===== src/rtl/jal_pkg.sv =====
// Shared definitions for the jal/jr return-address prediction path.
package jal_pkg;

  localparam int unsigned RAS_ADDR_W = 32;

  // $ra in the MIPS register file; only jr through this register pops the RAS.
  localparam logic [4:0] RA_REG = 5'd31;

  typedef enum logic [1:0] {
    RAS_NONE,
    RAS_PUSH,
    RAS_POP,
    RAS_REPLACE
  } ras_op_t;

  function automatic ras_op_t ras_decode(input logic push, input logic pop);
    unique case ({push, pop})
      2'b10:   return RAS_PUSH;
      2'b01:   return RAS_POP;
      2'b11:   return RAS_REPLACE;
      default: return RAS_NONE;
    endcase
  endfunction

  // Qualifies a fetched jr as a return: only jr $ra consults the stack.
  function automatic logic ras_pop_qual(input logic is_jr, input logic [4:0] rs);
    return is_jr && (rs == RA_REG);
  endfunction

endpackage


===== src/rtl/jal_ras_mem.sv =====
// DEPTH x ADDR_W register file: one synchronous write port, one async read port.
module jal_ras_mem #(
  parameter  int unsigned ADDR_W = 32,
  parameter  int unsigned DEPTH  = 8,
  localparam int unsigned PTR_W  = $clog2(DEPTH)
) (
  input  logic              clk,
  input  logic              clr_i,
  input  logic              we_i,
  input  logic [PTR_W-1:0]  waddr_i,
  input  logic [ADDR_W-1:0] wdata_i,
  input  logic [PTR_W-1:0]  raddr_i,
  output logic [ADDR_W-1:0] rdata_o
);

  logic [ADDR_W-1:0] mem_q [DEPTH];

  // Clear wipes every entry and overrides any write in the same cycle.
  always_ff @(posedge clk) begin
    if (clr_i) begin
      for (int unsigned i = 0; i < DEPTH; i++) mem_q[i] <= '0;
    end else if (we_i) begin
      mem_q[waddr_i] <= wdata_i;
    end
  end

  assign rdata_o = mem_q[raddr_i];

endmodule


===== src/rtl/jal_ras.sv =====
// Circular return-address stack: jal/jalr push PC+4, jr $ra pops the prediction.
// Optional checkpoint/restore ports exist only when JAL_RAS_CHECKPOINT_EN is defined.
module jal_ras
  import jal_pkg::*;
#(
  parameter  int unsigned ADDR_W = RAS_ADDR_W,
  parameter  int unsigned DEPTH  = 8,
  localparam int unsigned PTR_W  = $clog2(DEPTH)
) (
  input  logic              clk,
  input  logic              reset,
  input  logic              push,
  input  logic [ADDR_W-1:0] push_addr,
  input  logic              pop,
`ifdef JAL_RAS_CHECKPOINT_EN
  input  logic              ckpt,
  input  logic              restore,
  output logic              ckpt_busy,
`endif
  output logic [ADDR_W-1:0] top_addr,
  output logic              top_valid,
  output logic              full,
  output logic [PTR_W:0]    count,
  output logic              overflow,
  output logic              underflow
);

  localparam logic [PTR_W:0] FULL_CNT = (PTR_W+1)'(DEPTH);

  logic [PTR_W-1:0]  tos_q, tos_d;
  logic [PTR_W:0]    count_q, count_d;
  logic              ovf_q, ovf_d;
  logic              unf_q, unf_d;

  logic              mem_clr, mem_we;
  logic [PTR_W-1:0]  mem_waddr;
  logic [ADDR_W-1:0] mem_wdata, mem_rdata;

  logic    empty, is_full;
  ras_op_t op;

  assign empty   = (count_q == '0);
  assign is_full = (count_q == FULL_CNT);
  assign op      = ras_decode(push, pop);

`ifdef JAL_RAS_CHECKPOINT_EN
  logic [PTR_W-1:0]  snap_tos_q;
  logic [PTR_W:0]    snap_cnt_q;
  logic [ADDR_W-1:0] snap_data_q;
  logic              snap_vld_q;
  logic              busy_q;
`endif

  // Next-state decode of the stack pointer, occupancy, write port and event flags.
  always_comb begin
    tos_d     = tos_q;
    count_d   = count_q;
    ovf_d     = 1'b0;
    unf_d     = 1'b0;
    mem_clr   = reset;
    mem_we    = 1'b0;
    mem_waddr = tos_q;
    mem_wdata = push_addr;
    unique case (op)
      RAS_PUSH: begin
        tos_d     = tos_q + 1'b1;
        mem_waddr = tos_q + 1'b1;
        mem_we    = 1'b1;
        if (is_full) ovf_d   = 1'b1;
        else         count_d = count_q + 1'b1;
      end
      RAS_POP: begin
        if (empty) begin
          unf_d = 1'b1;
        end else begin
          tos_d   = tos_q - 1'b1;
          count_d = count_q - 1'b1;
        end
      end
      RAS_REPLACE: begin
        mem_we = 1'b1;
        // Replacing on an empty stack degenerates to a plain push.
        if (empty) begin
          tos_d     = tos_q + 1'b1;
          mem_waddr = tos_q + 1'b1;
          count_d   = count_q + 1'b1;
        end
      end
      default: ;
    endcase
`ifdef JAL_RAS_CHECKPOINT_EN
    // Restore overrides push/pop; without a snapshot it rebuilds the reset state.
    if (restore) begin
      tos_d     = snap_tos_q;
      count_d   = snap_cnt_q;
      ovf_d     = 1'b0;
      unf_d     = 1'b0;
      mem_we    = snap_vld_q;
      mem_waddr = snap_tos_q;
      mem_wdata = snap_data_q;
      if (!snap_vld_q) mem_clr = 1'b1;
    end
`endif
  end

  // Stack pointer, occupancy and one-cycle event pulses.
  always_ff @(posedge clk) begin
    if (reset) begin
      tos_q   <= '0;
      count_q <= '0;
      ovf_q   <= 1'b0;
      unf_q   <= 1'b0;
    end else begin
      tos_q   <= tos_d;
      count_q <= count_d;
      ovf_q   <= ovf_d;
      unf_q   <= unf_d;
    end
  end

`ifdef JAL_RAS_CHECKPOINT_EN
  // Snapshot of {tos, count, entry[tos]}; busy tracks an outstanding checkpoint.
  always_ff @(posedge clk) begin
    if (reset) begin
      snap_tos_q  <= '0;
      snap_cnt_q  <= '0;
      snap_data_q <= '0;
      snap_vld_q  <= 1'b0;
      busy_q      <= 1'b0;
    end else if (restore) begin
      busy_q <= 1'b0;
    end else if (ckpt) begin
      snap_tos_q  <= tos_q;
      snap_cnt_q  <= count_q;
      snap_data_q <= mem_rdata;
      snap_vld_q  <= 1'b1;
      busy_q      <= 1'b1;
    end
  end

  assign ckpt_busy = busy_q;
`endif

  jal_ras_mem #(
    .ADDR_W (ADDR_W),
    .DEPTH  (DEPTH)
  ) u_mem (
    .clk     (clk),
    .clr_i   (mem_clr),
    .we_i    (mem_we),
    .waddr_i (mem_waddr),
    .wdata_i (mem_wdata),
    .raddr_i (tos_q),
    .rdata_o (mem_rdata)
  );

  assign top_addr  = empty ? '0 : mem_rdata;
  assign top_valid = !empty;
  assign full      = is_full;
  assign count     = count_q;
  assign overflow  = ovf_q;
  assign underflow = unf_q;

endmodule


===== config.mk =====
export PLATFORM = sky130hd
export DESIGN_NAME = jal_ras
export DESIGN_NICKNAME = d
export VERILOG_FILES = /design/src/rtl/jal_pkg.sv /design/src/rtl/jal_ras_mem.sv /design/src/rtl/jal_ras.sv
export SDC_FILE = /design/constraint.sdc
export NUM_CORES = 1
export LEC_CHECK = 0
export ABC_AREA = 1
export BUFFER_PORTS_ARGS = -buffer_cell sky130_fd_sc_hd__buf_4
export CAP_MARGIN = 10
export CORE_MARGIN = 2
export CORE_UTILIZATION = 45
export CTS_CLUSTER_DIAMETER = 50
export CTS_CLUSTER_SIZE = 10
export DETAILED_ROUTE_END_ITERATION = 10
export GPL_ROUTABILITY_DRIVEN = 0
export GPL_TIMING_DRIVEN = 0
export MAX_ROUTING_LAYER = met4
export PLACE_DENSITY = 0.7
export RECOVER_POWER = 100
export SYNTH_ARGS = -nofsm -noshare
export SYNTH_HDL_FRONTEND = slang
export SYNTH_SLANG_ARGS = --single-unit

===== constraint.sdc =====
create_clock -name clk -period 10.9 [get_ports clk]
set_input_delay 2.18 -clock clk [delete_from_list [all_inputs] [get_ports clk]]
set_output_delay 2.18 -clock clk [all_outputs]
set_load 0.005 [all_outputs]

======== Word-level counts from Yosys, hierarchy flattened ========
Memories as Yosys holds them, arrays and structs flattened. A register that Yosys moved wholly into a read port is not among the register bits.
Cells that the tools add are included.
storage, ports and cells
  output and inout bits ................... 40
  register bits after elaboration ......... 9
  memories kept ........................... 1
  word-level logic and storage cells ...... 53
  RAM bits ................................ 256
  bits of input ports ..................... 36
memory list
  name         words  bits a word  read ports  clocked after memory_dff  wr ports  RTL line           text
  u_mem.mem_q  8      32           1           1                         8         jal_ras_mem.sv:16  logic [ADDR_W-1:0] mem_q [DEPTH];
cells by class
  bitwise logic cells ..................... 2
  equality and inequality tests ........... 10
  add/subtract/negate cells ............... 4
  multiplexer cells ....................... 23
  reduce and logical (&&, ||, !) cells .... 9
operators with widths
  operator                                                                number
  32-bit 2-to-1 mux                                                       2
  32-bit OR reduction                                                     1
  3-bit 2-to-1 mux                                                        5
  4-bit 2-to-1 mux                                                        3
  4-bit case mux with 3 select lines                                      1
  1-bit 2-to-1 mux                                                        9
  3-bit case mux with 3 select lines                                      1
  2-bit equality test (second input constant)                             4
  2-bit != test (second input constant)                                   3
  2-bit case mux with 3 select lines                                      1
  3-bit case mux with 2 select lines                                      1
  2-bit OR reduction                                                      3
  4-bit by 1-bit adder with 4-bit output (second input constant)          1
  2-bit by 1-bit equality test with 1-bit output (second input constant)  2
  4-bit equality test (second input constant)                             1
  4-bit logical NOT                                                       1
  4-bit AND reduction                                                     1
  4-bit by 1-bit subtractor with 4-bit output (second input constant)     1
  3-bit by 1-bit adder with 3-bit output (second input constant)          1
  3-bit nonzero test                                                      1
  3-bit by 1-bit subtractor with 3-bit output (second input constant)     1
  1-bit inverter                                                          2
  2-bit AND reduction                                                     1
  1-bit logical NOT                                                       1

======== Longest topological paths before layout ========
Gate-level depths: netlist (run 1).
  depth in word-level cells ............... 10
  gate-level depth with buffers ........... 11
  depth with buffers taken out ............ 11

======== Modules after synthesis ========
Synthesis (run 1) repeated with hierarchy kept, for this count alone.
second synthesis, totals
  cell total of the unflattened synthesis .. 1616
  area total of the unflattened synthesis .. 13459.2 µm²
modules (own cells, without submodules)
  module       seq. area each (µm²)  cells an instance  area an instance (µm²)  instances
  jal_ras_mem  7687.4                1447               12567.1                 1
  jal_ras      180.2                 169                892.1                   1

======== Worst setup path after synthesis (run 1) ========
Ideal clock, no wire load.
  kind .................................... input port to flip-flop
  start point ............................. input port pop
  end point ............................... memory u_mem.mem_q[2][0], enable pin
  data required time ...................... 10.434 ns
  path slack .............................. 5.312 ns
  stages on the path ...................... 6
  buffers on the path ..................... 1
  library setup time ...................... 0.466 ns
  arrival time ............................ 5.123 ns
  cell sequence ........................... o21ai_0 -> o21ai_1 -> nand2_2 -> nand3_1 -> buf_4 -> o21ai_0
RTL lines
  element          RTL line           text
  start, declared  jal_ras.sv:14      input logic pop,
  end, declared    jal_ras_mem.sv:16

==> results of run 1 <==
[placed cells by master, fill, tap and decap left out, types with 2 or more instances in the layout]
cell / Yosys / final
nor2_1: 333 / 335
edfxtp_1: 256 / 256
o21ai_0: 206 / 217
nor3_1: 72 / 138
clkbuf_1: 52 / 91
nor3_2: 121 / 55
inv_1: 50 / 51
buf_4: 8 / 47
nand2_1: 31 / 35
clkbuf_16: 0 / 35
clkbuf_4: 0 / 26
o21ai_1: 32 / 21
buf_6: 14 / 12
dfxtp_1: 12 / 12
buf_2: 23 / 9
nand3_1: 8 / 9
nand2_2: 9 / 5
ha_1: 4 / 4
buf_1: 4 / 3
a21oi_1: 3 / 3
inv_2: 3 / 2
nand3_2: 2 / 2
inv_6: 0 / 2
[worst reg2reg max path, cell delays in order, from the launching register on]
cell      delay (ns)
dfxtp_1         0.42
inv_1           0.10
ha_1            0.28
inv_1           0.06
o21ai_0         0.21
o21ai_0         0.14
nand2_1         0.19
nand3_1         0.19
clkbuf_1        0.34
o21ai_0         1.72
clkbuf_1        1.25
[layout make-up]
| cell class | instances | area [um^2] |
|---|---|---|
| buffer | 101 | 480 |
| tap | 384 | 480 |
| clock inverter | 5 | 61.3 |
| inverter | 53 | 199 |
| multi-input combinational | 834 | 4080 |
| timing repair buffer | 83 | 586 |
| sequential | 268 | 7930 |
| clock buffer | 39 | 891 |
| fill | 2666 | 14000 |
[cells by family (layout without fill, tap and decap cells)]
family	count (synthesis)	count (layout)	share of synthesized area
buffers and inverters	154	281	0.0566
DFF	268	268	0.605
AOI/OAI and AO/OA	243	243	0.0932
and+or+nand+nor	585	585	0.239
xor gates and xnor gates	1	1	0.000669
adders and majority gates	5	5	0.00535
[through the flow]
stage | hold WS, ns | instances | setup WS, ns
after detailed placement | 0.537 | 1723 | 6.52
after global routing | 0.593 | 1767 | 4.00
after CTS | 0.549 | 1767 | 6.07
final | 0.550 | 1767 | 4.37
after global placement | 0.522 | 1715 | 2.88
after floorplan | 0.503 | 1256 | 5.31
[metal layers]
layer  up-vias  global-route usage  part of all wire
met5         -                   -                 0
met4         0              0.0802             0.027
met3        75              0.0396             0.079
met2       488               0.389              0.47
met1      4841               0.330              0.42
li1       4610                   -                 -
[state kept, by name (all words and copies together) (netlist names), named ones only]
| register | flops |
|---|---|
| count | 4 |
| overflow | 1 |
| tos_q | 3 |
| u_mem.mem_q | 256 |
| underflow | 1 |
[power by group]
group	total [W]	internal, W	switching, W
combinational	0.000783	0.000244	0.000540
sequential	0.00124	0.00121	0.0000270
clock	0.00100	0.000599	0.000404
total	0.00303	0.00205	0.000971
[final timing paths]
path	from	endpoint	slack (ns)	cells past startpoint
worst min register to register	count[3]	count[3]	0.55	2
worst min-delay path	count[3]	count[3]	0.55	2
worst max-delay path	push	u_mem.mem_q[3][15]	4.37	7
worst max register to register	tos_q[0]	u_mem.mem_q[3][15]	5.59	10
==> metrics.yaml, run 1 <==
critical_path:
  crit_buf_inv: 4
  required_ns: 11.00
  critPathSlowestCell: "o21ai_0"
  worstSetupStartpointType: "input port"
  crit_type: "input port to flop"
  cp_top_family: "buffers and inverters"
  cpPeakStageDelay_ns: 1.69
  crit_chain: "clkbuf_1 > inv_1 > nor2_1 > nand3_1 > clkbuf_1 > o21ai_0 > clkbuf_1"
  arrival_ns: 6.62
  cp_max_fo: 20
  crit_top_cell: "clkbuf_1"
  cp-end-kind: "flop"
power_and_ir_drop:
  leakage_nw: 5.31
  power.total_w: 0.00303
  ir_drop_uv: 118
  power_density_nw_per_um2: 206
synthesis:
  syn-num-nets: 1297
  ys_ff_latch: 268
  synth_edf_count: 256
  syn_avg_cell_area_um2: 10.4
  synth_top_area_share: 0.587
  netlist_top_cells_area: "edfxtp_1 (59%), nor2_1 (9.5%), nor3_2 (9.2%), o21ai_0 (7.9%), nor3_1 (2.8%)"
  yosysSeqAreaShare: 0.605
  synth_most_common_cell: "nor2_1"
  yosysTopAreaCell: "edfxtp_1"
  postSynthCellCount: 1256
  yosys_warnings: 0
  ys.flop_type: "edfxtp_1"
  synth_area_um2: 13100
  netlist_top_cells_count: "nor2_1 (333), edfxtp_1 (256), o21ai_0 (206)"
  synthArstFlopShare: 0
  netlist-cell-type-count: 31
cts:
  cts_resized: 0
  clockRootBuffer: "clkbuf_16"
  hold_buffers: 0
  cts_sinks: 268
  cts_tree: "done"
  cts_setup_buffers: 0
  clockBufferDepth: 3
  clk_latency_ns: 0.51
  cts_max_level: 2
  path_clk_slew_ns: 0.05
  numCtsBuffers: 34
timing:
  relSlewSlack: -0.463
  tns_ns: 0
  drv_slew: 197
  maxClockFrequency_ghz: 0.153
  final.min_clock_period_ns: 6.53
  skew_ns: 0.0275
  worstMarginPinSlew_ns: 2.17
  min_period_over_period: 0.599
  final-hold-violation-count: 0
  setup_viol_count_final: 0
  rsz0062_at_grt: "no"
die:
  coreArea_um2: 28700
  row_count: 62
  fp.dieW_um: 175
  dieArea_um2: 30500
  die_height_um: 175
  initial_core_util: 0.456
  ios: 76
drt:
  vias: 10000
  drc_errors: 0
  drt-initial-drc-count: 923
  ant_nets: 0
  wl_per_cell_um: 20.6
  via_per_inst: 5.67
  totalWireLength_um: 36500
  first_pass_iters: 5
finish:
  utilization: 0.512
  layout.nets: 1416
  finalInstanceArea_um2: 14700
  diodes: 0
  drive_gt1_frac: 0.146
  area_growth_pct: 12.2
status:
  violations: "capacitance limit, slew limit"
  status: "complete, but fails checks"
placement:
  port_buffers: 75
  hpwlAfterDp_um: 23600
  dpl-instance-area_um2: 14400
global_route:
  grt_pass1_vias: 9790
  grt_start_max_net_pins: 29
  overflow: 0
  track_usage: 0.247
  grt_pass1_wl_um: 56000
  antenna_found_initial: 0
job:
  cap_violations: 10
min_path:
  worstHoldPathType: "flop to flop"
No activity file was read; power rests on OpenSTA's default activity.
==> run 2: changes to the inputs <==
Clock period 10.9 ns to 6.4 ns, I/O delays scaled along.
==> metrics.yaml, run 2 (synthesis gave the netlist of run 1 again) <==
timing:
  min_period_over_period: 0.764
  tns_ns: 0  # unchanged
  final.min_clock_period_ns: 4.89
  setup_viol_count_final: 0  # unchanged
  final-hold-violation-count: 0  # unchanged
  drv_slew: 105  # -47%
  maxClockFrequency_ghz: 0.205
  rsz0062_at_grt: "no"
  setup_ws_ns: 1.51  # -2.86 ns
  skew_ns: 0.0240  # -0.00347 ns
  worstMarginPinSlew_ns: 2.39  # +0.219 ns
  relSlewSlack: -0.611  # -0.148
global_route:
  grt_start_max_net_pins: 29  # unchanged
  grt_pass1_wl_um: 56000  # unchanged
  grt_pass1_vias: 9790  # unchanged
  overflow: 0  # unchanged
  antenna_found_initial: 0  # unchanged
  track_usage: 0.247  # unchanged
finish:
  fillers: 2654  # -0.45%
  regMostFlops: "u_mem.mem_q"
  diodes: 0  # unchanged
  largest_reg_flops: 256  # unchanged
  layout.nets: 1416  # unchanged
  register_area_um2: 7930  # unchanged
  drive_gt1_frac: 0.149  # +0.00289
  area_growth_pct: 12.7
  final_cell_mix: "nor2_1 (335), edfxtp_1 (256), o21ai_0 (217), nor3_1 (138), clkbuf_1 (87)"
  final_common_cell: "nor2_1"
  multi_input_area_um2: 4080  # unchanged
critical_path:
  required_ns: 6.48  # -4.52 ns
  cp_max_fo: 18  # -10%
  cp-end-kind: "flop"
  worstSetupStartpointType: "input port"
  arrival_ns: 4.97  # -1.65 ns
  crit_type: "input port to flop"
drt:
  wl_per_cell_um: 20.6  # about the same
  via_per_inst: 5.64  # -0.50%
  first_pass_iters: 5  # unchanged
  drc_errors: 0  # unchanged
  drt-initial-drc-count: 990  # +7.3%
  totalWireLength_um: 36400  # about the same
  ant_nets: 0  # unchanged
  vias: 9964  # -0.50%
cts:
  clockRootBuffer: "clkbuf_16"
  cts_setup_buffers: 0  # unchanged
  clockBufferDepth: 3  # unchanged
  cts_resized: 0  # unchanged
  numCtsBuffers: 34  # unchanged
  cts_sinks: 268  # unchanged
  clk_latency_ns: 0.51  # about the same
  cts_max_level: 2  # unchanged
  cts_tree: "done"
  hold_buffers: 0  # unchanged
  path_clk_slew_ns: 0.05  # about the same
power_and_ir_drop:
  seq_power_share: 0.409  # about the same
  p_sw_w: 0.00165  # +70%
  switching_share: 0.320  # -0.000543
  leakage_nw: 5.34  # +0.62%
  pwr-share-comb: 0.260  # about the same
  clkPwrFrac: 0.330  # about the same
  p_int_w: 0.00350  # +71%
  ir_drop_uv: 202  # +70%
  power_density_nw_per_um2: 349  # +70%
placement:
  hpwlAfterDp_um: 23600  # unchanged
  place_ws_ns: 2.92  # -3.60 ns
  port_buffers: 75  # unchanged
die:
  initial_core_util: 0.456  # unchanged
  coreArea_um2: 28700  # unchanged
  dieArea_um2: 30500  # unchanged
  row_count: 62  # unchanged
  ios: 76  # unchanged
  fp.dieW_um: 175  # unchanged
  die_height_um: 175  # unchanged
job:
  cap_violations: 6  # -4
status:
  status: "complete, but fails checks"
  violations: "capacitance limit, slew limit"
min_path:
  worstHoldPathType: "flop to flop"
==> run 2: cell count changes in the layout (fill, tap and decap cells not counted), sizes merged <==
cell and delta:
buf +4, clkbuf -4
==> run 2: worst max-delay path: stages <==
cell      delay, ns
clkbuf_1       0.24
inv_1          0.17
nor2_1         0.22
nand3_1        0.45
inv_1          0.15
nand2_1        0.23
clkbuf_1       0.40
nand2_1        0.71
clkbuf_1       1.09
==> run 2: final cells by class <==
class	count	area share
Clock inverter	5	0.00415
Timing Repair Buffer	83	0.0441
Inverter	53	0.0135
Buffer	101	0.0325
Clock buffer	39	0.0603
Sequential cell	268	0.537
Multi-Input combinational cell	834	0.276
Tap cell	384	0.0325
==> run 2: final timing paths <==
check	cells past startpoint	startpoint	to	slack, ns
setup / recovery	9	push	u_mem.mem_q[1][2]	1.51
hold / removal	2	count[3]	count[3]	0.55
setup reg to reg	10	tos_q[0]	u_mem.mem_q[3][31]	2.00
hold reg to reg	2	count[3]	count[3]	0.55
==> run 2: layer usage <==
layer / up-vias / track usage / wire length, um
met3: 77 / 0.0396 / 2830
met2: 480 / 0.389 / 17300
met4: 0 / 0.0802 / 1010
met1: 4797 / 0.330 / 15400
met5: - / - / 0
li1: 4610 / - / -
==> run 2: stage by stage <==
step	hold slack (ns)	instances	area, um^2	utilization	power [W]
2_1_floorplan	0.503	1256	13100	-	0.00296
3_3_place_gp	0.522	1715	14100	0.493	0.00350
3_5_place_dp	0.537	1723	14400	0.501	0.00354
4_1_cts	0.549	1767	15300	0.535	0.00523
5_1_grt	0.593	1767	14800	0.514	0.00537
6_report	0.550	1767	14800	0.514	0.00516
==> run 2: power groups by stage <==
stage               combinational, W  sequential (W)  clock (W)
CTS                          0.00141         0.00211    0.00172
global route                 0.00148         0.00212    0.00178
floorplan                   0.000824         0.00213          0
global placement             0.00135         0.00215          0
finish                       0.00134         0.00211    0.00170
detailed placement           0.00140         0.00214          0
